`src/rtl/dve_pkg.sv`:
```
// Shared definitions for the simulation controller block.
//   STATE_W : encoding width of the controller state
//   state_e : controller states HOLD (cores in reset), RUN (cores executing),
//             DONE (run finished, waiting for restart)
package dve_pkg;

  localparam int STATE_W = 2;

  typedef enum logic [STATE_W-1:0] {
    HOLD = 2'd0,
    RUN  = 2'd1,
    DONE = 2'd2
  } state_e;

endpackage

```
`src/rtl/dve_sat_counter.sv`:
```
// Saturating up-counter with synchronous clear and count enable.
// Ports:
//   clk_i   : clock
//   rst_ni  : asynchronous active-low reset (count returns to 0)
//   clear_i : synchronous clear, takes priority over en_i
//   en_i    : increment by one per clock while below all-ones
//   count_o : current count value
module dve_sat_counter #(
  parameter int WIDTH = 8
) (
  input  logic             clk_i,
  input  logic             rst_ni,
  input  logic             clear_i,
  input  logic             en_i,
  output logic [WIDTH-1:0] count_o
);

  logic [WIDTH-1:0] count_q;
  logic [WIDTH-1:0] count_d;

  // Holding at all-ones keeps the count from wrapping back to zero.
  always_comb begin
    count_d = count_q;
    if (clear_i) begin
      count_d = '0;
    end else if (en_i && (count_q != '1)) begin
      count_d = count_q + 1'b1;
    end
  end

  always_ff @(posedge clk_i or negedge rst_ni) begin
    if (!rst_ni) begin
      count_q <= '0;
    end else begin
      count_q <= count_d;
    end
  end

  assign count_o = count_q;

endmodule

```
`src/rtl/dve_sim_ctrl.sv`:
```
// Simulation run controller: holds the cores in reset for RST_CYCLES clocks,
// lets them run while counting cycles, and finishes when every core has
// halted (or, optionally, when MAX_CYCLES run cycles have elapsed).
// Optional feature macro: DVE_SIM_CTRL_TIMEOUT_EN enables the run timeout;
// without it timeout is tied to 0 and MAX_CYCLES is only range-checked.
// Ports:
//   clk         : clock
//   reset       : asynchronous active-low reset
//   restart     : single-cycle request to rerun, honoured only in DONE
//   core_halt   : per-core halt level
//   core_fail   : per-core failure flag, qualified by core_halt
//   core_reset  : active-high reset to the cores (high while in HOLD)
//   cycle_count : number of RUN cycles elapsed, saturating
//   done        : high for the whole of DONE
//   finish      : one-cycle pulse on DONE entry
//   pass        : run finished without timeout and without any failure
//   timeout     : run ended because the cycle limit was reached
//   halted      : sticky per-core halt record for the current run
module dve_sim_ctrl
  import dve_pkg::*;
#(
  parameter int CNT_WIDTH  = 32,
  parameter int NUM_CORES  = 1,
  parameter int RST_CYCLES = 4,
  parameter int MAX_CYCLES = 13
) (
  input  logic                 clk,
  input  logic                 reset,
  input  logic                 restart,
  input  logic [NUM_CORES-1:0] core_halt,
  input  logic [NUM_CORES-1:0] core_fail,
  output logic                 core_reset,
  output logic [CNT_WIDTH-1:0] cycle_count,
  output logic                 done,
  output logic                 finish,
  output logic                 pass,
  output logic                 timeout,
  output logic [NUM_CORES-1:0] halted
);

  localparam int HOLD_W = $clog2(RST_CYCLES + 1);

  if (RST_CYCLES < 1) begin : g_bad_rst_cycles
    $error("dve_sim_ctrl: RST_CYCLES must be >= 1");
  end

  if ((MAX_CYCLES < 1) ||
      ((CNT_WIDTH < 32) && (longint'(MAX_CYCLES) >= (longint'(1) << CNT_WIDTH)))) begin : g_bad_max_cycles
    $error("dve_sim_ctrl: MAX_CYCLES must be >= 1 and < 2**CNT_WIDTH");
  end

  state_e               state_q, state_d;
  logic [HOLD_W-1:0]    holdCnt;
  logic [NUM_CORES-1:0] halted_q, halted_d;
  logic [NUM_CORES-1:0] failed_q, failed_d;
  logic                 finish_q, finish_d;
  logic                 allHalt;
  logic                 timeoutHit;
  logic                 restartDone;

  // Cores already recorded as halted plus those halting this cycle.
  assign allHalt     = &(halted_q | core_halt);
  assign restartDone = (state_q == DONE) && restart;

  // Counts clocks spent in HOLD; held at zero everywhere else so every
  // HOLD visit starts from a fresh count.
  dve_sat_counter #(.WIDTH(HOLD_W)) holdCounter (
    .clk_i   (clk),
    .rst_ni  (reset),
    .clear_i (state_q != HOLD),
    .en_i    (state_q == HOLD),
    .count_o (holdCnt)
  );

  // Cleared on the restart edge so cycle_count reads 0 throughout HOLD.
  dve_sat_counter #(.WIDTH(CNT_WIDTH)) cycleCounter (
    .clk_i   (clk),
    .rst_ni  (reset),
    .clear_i (restartDone),
    .en_i    (state_q == RUN),
    .count_o (cycle_count)
  );

`ifdef DVE_SIM_CTRL_TIMEOUT_EN
  logic timeout_q, timeout_d;

  // The limit is reached on the edge where the count steps to MAX_CYCLES.
  assign timeoutHit = (cycle_count == CNT_WIDTH'(MAX_CYCLES - 1));

  // All-halt has priority, so a simultaneous halt leaves timeout low.
  always_comb begin
    timeout_d = timeout_q;
    if ((state_q == RUN) && !allHalt && timeoutHit) begin
      timeout_d = 1'b1;
    end else if (restartDone) begin
      timeout_d = 1'b0;
    end
  end

  always_ff @(posedge clk or negedge reset) begin
    if (!reset) begin
      timeout_q <= 1'b0;
    end else begin
      timeout_q <= timeout_d;
    end
  end

  assign timeout = timeout_q;
`else
  assign timeoutHit = 1'b0;
  assign timeout    = 1'b0;
`endif

  // Next-state logic; halt/fail records only update while running and are
  // wiped when a restart sends the controller back to HOLD.
  always_comb begin
    state_d  = state_q;
    halted_d = halted_q;
    failed_d = failed_q;
    finish_d = 1'b0;
    case (state_q)
      HOLD: begin
        if (holdCnt == HOLD_W'(RST_CYCLES - 1)) begin
          state_d = RUN;
        end
      end
      RUN: begin
        halted_d = halted_q | core_halt;
        failed_d = failed_q | (core_halt & core_fail);
        if (allHalt || timeoutHit) begin
          state_d  = DONE;
          finish_d = 1'b1;
        end
      end
      DONE: begin
        if (restart) begin
          state_d  = HOLD;
          halted_d = '0;
          failed_d = '0;
        end
      end
      default: begin
        state_d = HOLD;
      end
    endcase
  end

  always_ff @(posedge clk or negedge reset) begin
    if (!reset) begin
      state_q  <= HOLD;
      halted_q <= '0;
      failed_q <= '0;
      finish_q <= 1'b0;
    end else begin
      state_q  <= state_d;
      halted_q <= halted_d;
      failed_q <= failed_d;
      finish_q <= finish_d;
    end
  end

  assign core_reset = (state_q == HOLD);
  assign done       = (state_q == DONE);
  assign finish     = finish_q;
  assign halted     = halted_q;
  assign pass       = done & ~timeout & ~|failed_q;

endmodule

```
`config.mk`:
```
export PLATFORM = sky130hd
export DESIGN_NAME = dve_sim_ctrl
export DESIGN_NICKNAME = d
export VERILOG_FILES = /design/src/rtl/dve_pkg.sv /design/src/rtl/dve_sat_counter.sv /design/src/rtl/dve_sim_ctrl.sv
export SDC_FILE = /design/constraint.sdc
export NUM_CORES = 1
export LEC_CHECK = 0
export CORE_ASPECT_RATIO = 0.8
export CORE_MARGIN = 1
export CORE_UTILIZATION = 45
export CTS_BUF_LIST = sky130_fd_sc_hd__clkbuf_16
export DETAILED_ROUTE_END_ITERATION = 8
export HOLD_SLACK_MARGIN = 0.15
export PLACE_DENSITY_LB_ADDON = 0.15
export SYNTH_ARGS = -nofsm -noshare
export SYNTH_HDL_FRONTEND = slang
export SYNTH_SLANG_ARGS = --single-unit
```
`constraint.sdc`:
```
create_clock -name clk -period 4.3 [get_ports clk]
set_input_delay 0.86 -clock clk [delete_from_list [all_inputs] [get_ports clk]]
set_output_delay 0.86 -clock clk [all_outputs]
set_load 0.005 [all_outputs]
```
==> impl_metrics.py <==
metrics = {
    "global_route": {
        "grtUsageTotal": 0.2162,
        "grt_pass1_vias": 1702,
        "grt_overflow_total": 0,
        "grt_max_degree": 41,
        "antenna_found_initial": 0,
        "grt_pass1_wl_um": 8445,
    },
    "clock_network": {
        "cts_htree_levels": 2,
        "cts_made_buffers": 5,
        "clockBufferDepth": 2,
        "clk_pin_slew_ns": 0.06,
        "clock-sinks": 40,
        "cts_tree": "yes",
        "cts_resized": 0,
        "postCtsHoldBufs": 0,
        "clk_latency_ns": 0.29,
        "clockRootBuffer": "clkbuf_16",
        "post_cts_buffers": 0,
    },
    "routing": {
        "route.detailed.drc": 0,
        "wl_per_cell_um": 15.45,
        "drt_first_pass_iters": 4,
        "vias": 1934,
        "totalWireLength_um": 5069,
        "drtAntennaViolNets": 0,
        "viasPerCell": 5.896,
        "drt-initial-drc-count": 100,
    },
    "place": {
        "io_buffer_count": 41,
        "routabilityCongestion": 0.7951,
        "hpwl_um": 3348,
    },
    "synthesis": {
        "synth_async_sr_flop_share": 1.000,
        "syn_nets": 240,
        "synthSimpleGateAreaFrac": 0.2626,
        "synth-adder-area-share": 0.02259,
        "synth_warnings": 0,
        "ys_seq_area_frac": 0.4517,
        "synth-edff-count": 0,
        "yosysTopAreaCell": "dfrtp_1",
        "synth_commonest_cells": "dfrtp_1 (40), nand2_1 (22), nand3_1 (16)",
        "synth_xor_area_frac": 0.02372,
        "synth.distinct_cells": 46,
        "synthFlopType": "dfrtp_1",
        "syn_inst": 231,
        "synth-seq-cells": 40,
        "synth_top_family_by_area": "simple AND/OR/NAND/NOR gates",
        "synth-compound-area-share": 0.1649,
        "postSynthAreaPerCell_um2": 9.593,
        "yosysMostFrequentCell": "dfrtp_1",
        "synthTopCellsByArea": "dfrtp_1 (45%), nand2_1 (3.7%), nand3_1 (3.6%)",
        "synth_area_um2": 2216,
        "synth.area.mux_share": 0.02259,
        "yosysTopAreaCellShare": 0.4517,
    },
    "finish": {
        "area_growth_pct": 25.24,
        "diodes": 0,
        "drive_above_1_share": 0.06716,
        "fillers": 402,
        "multi_input_area_um2": 1104,
        "seqCellArea_um2": 1001,
        "nets": 276,
    },
    "power_and_ir_drop": {
        "p_leak_nw": 1.067,
        "seqPwrFrac": 0.404,
        "clkPwrFrac": 0.255,
        "power_switching_mw": 0.5940,
        "total_power_mw": 1.679,
        "comb_power_share": 0.341,
        "vdd_drop_max_mv": 0.3729,
        "powerDensity_nw_per_um2": 604.9,
        "p_sw_frac": 0.3538,
        "internal-power_mw": 1.085,
    },
    "critical_path": {
        "crit_arrival_ns": 1.57,
        "slowest_delay_ns": 0.50,
        "crit_family": "buffers and inverters",
        "path_max_fanout": 8,
        "cp.required_ns": 3.44,
        "slowest_stage": "clkdlybuf4s50_1",
        "worst_setup_path_end_kind": "primary output",
        "cp_cell_sequence": "nand2b_1, inv_1, clkdlybuf4s50_1",
        "start_kind": "flip-flop",
        "critical_path_buf_inv_count": 2,
        "worstSetupPathType": "reg -> out",
    },
    "floorplan": {
        "io_pins": 43,
        "dieArea_um2": 5211,
        "core_area_um2": 4652,
        "start_util": 0.4763,
        "fp.dieH_um": 64.77,
        "rows": 22,
        "die_w_um": 80.46,
    },
    "sta": {
        "max_slew_margin": 0.3950,
        "finalHoldViolCount": 0,
        "rsz0062_at_grt": "no",
        "layout_min_cycle_time_ns": 2.434,
        "fin_skew_ns": 0.005320,
        "worst_pin_slew_ns": 0.9075,
        "tns_ns": 0,
        "fin_crit_sh": 0.5660,
        "maxSlewViolCount": 0,
        "setup_viol": 0,
        "max_clock_freq_mhz": 410.9,
    },
    "status": {
        "status": "completed",
    },
    "run": {
        "cap_violations": 0,
    },
    "worst_hold_path": {
        "hold_class": "reg -> reg",
    },
}
## sequential cells by signal, summed over array words and instances, names as in the netlist
name / cells
cycleCounter.count_o: 32
holdCounter.count_o: 3
state_q: 2
failed_q: 1
finish: 1
halted: 1
## routing by layer
metal	vias up	GRT usage	share of wire	wire [µm]
met4	0	0.08482	0.016	83
met1	941	0.3114	0.51	2610
met3	9	0.04648	0.037	190
li1	944	-	-	-
met2	40	0.3146	0.43	2185
met5	-	0	0	0
## through the flow
stage               cell area (µm²)  utilization  setup WS, ns  hold slack [ns]  cells
finish                         2775       0.5966         1.866           0.5070    328
global route                   2775       0.5966         1.690           0.5199    328
CTS                            2775       0.5966         1.862           0.5116    328
detailed placement             2608       0.5605         1.864           0.4982    320
global placement               2608       0.5605         1.871           0.4966    320
floorplan                      2216            -         2.237           0.4665    231
## cells in the final DEF (no fill, tap or decap), types with 2 or more instances in the layout
| master | synthesis | final |
|---|---|---|
| a21oi_1 | 12 | 12 |
| a31oi_1 | 3 | 3 |
| and2_1 | 3 | 3 |
| and3_1 | 3 | 3 |
| clkbuf_16 | 0 | 5 |
| clkdlybuf4s50_1 | 0 | 40 |
| dfrtp_1 | 40 | 40 |
| ha_1 | 4 | 4 |
| inv_1 | 6 | 6 |
| mux2i_1 | 5 | 5 |
| nand2_1 | 22 | 22 |
| nand2b_1 | 2 | 2 |
| nand3_1 | 16 | 16 |
| nand4_1 | 10 | 10 |
| nand4b_1 | 2 | 2 |
| nor2_1 | 14 | 14 |
| nor3_1 | 9 | 9 |
| nor3_2 | 2 | 2 |
| nor4_1 | 2 | 2 |
| o211ai_1 | 2 | 2 |
| o21ai_0 | 11 | 11 |
| o22ai_1 | 2 | 2 |
| o311ai_0 | 5 | 5 |
| o31ai_1 | 7 | 7 |
| o41ai_1 | 3 | 3 |
| or3_1 | 7 | 7 |
| or4_1 | 6 | 6 |
| xnor2_1 | 2 | 2 |
| xor2_1 | 4 | 4 |
## worst paths after layout
kind	from	slack, ns	cells after the start	to
hold / removal	failed_q	0.51	1	failed_q
setup reg to reg	cycleCounter.count_o[0]	1.90	6	cycleCounter.count_o[7]
min in group asynchronous	reset	0.70	1	cycleCounter.count_o[29]
setup / recovery	state_q[0]	1.87	3	done
max in group asynchronous	reset	3.04	1	cycleCounter.count_o[10]
hold reg to reg	failed_q	0.51	1	failed_q
## logic make-up (layout without fill, tap and decap cells)
group	after synthesis	after routing
simple gates	104	104
compound gates	53	53
flops	40	40
buf+inv	18	55
xor+xnor	6	6
mux	5	5
fa+ha+maj	4	4
other cells	1	1
## layout make-up
cell class              instances  area share
multi-input cells             173      0.3977
flip-flops and latches         40      0.3607
repair buffers                 41      0.1461
clock buffers                   5     0.04509
well taps                      60     0.02705
clock inverters                 3     0.01533
inverters                       6    0.008115
## power by group through the flow
stage               clock network, mW  logic [mW]  registers, mW
floorplan                           0       0.316          0.644
global placement                    0       0.565          0.678
detailed placement                  0       0.575          0.680
CTS                             0.433       0.579          0.676
global route                    0.448       0.645          0.702
finish                          0.428       0.572          0.679
(Power assumes the default switching activity.)
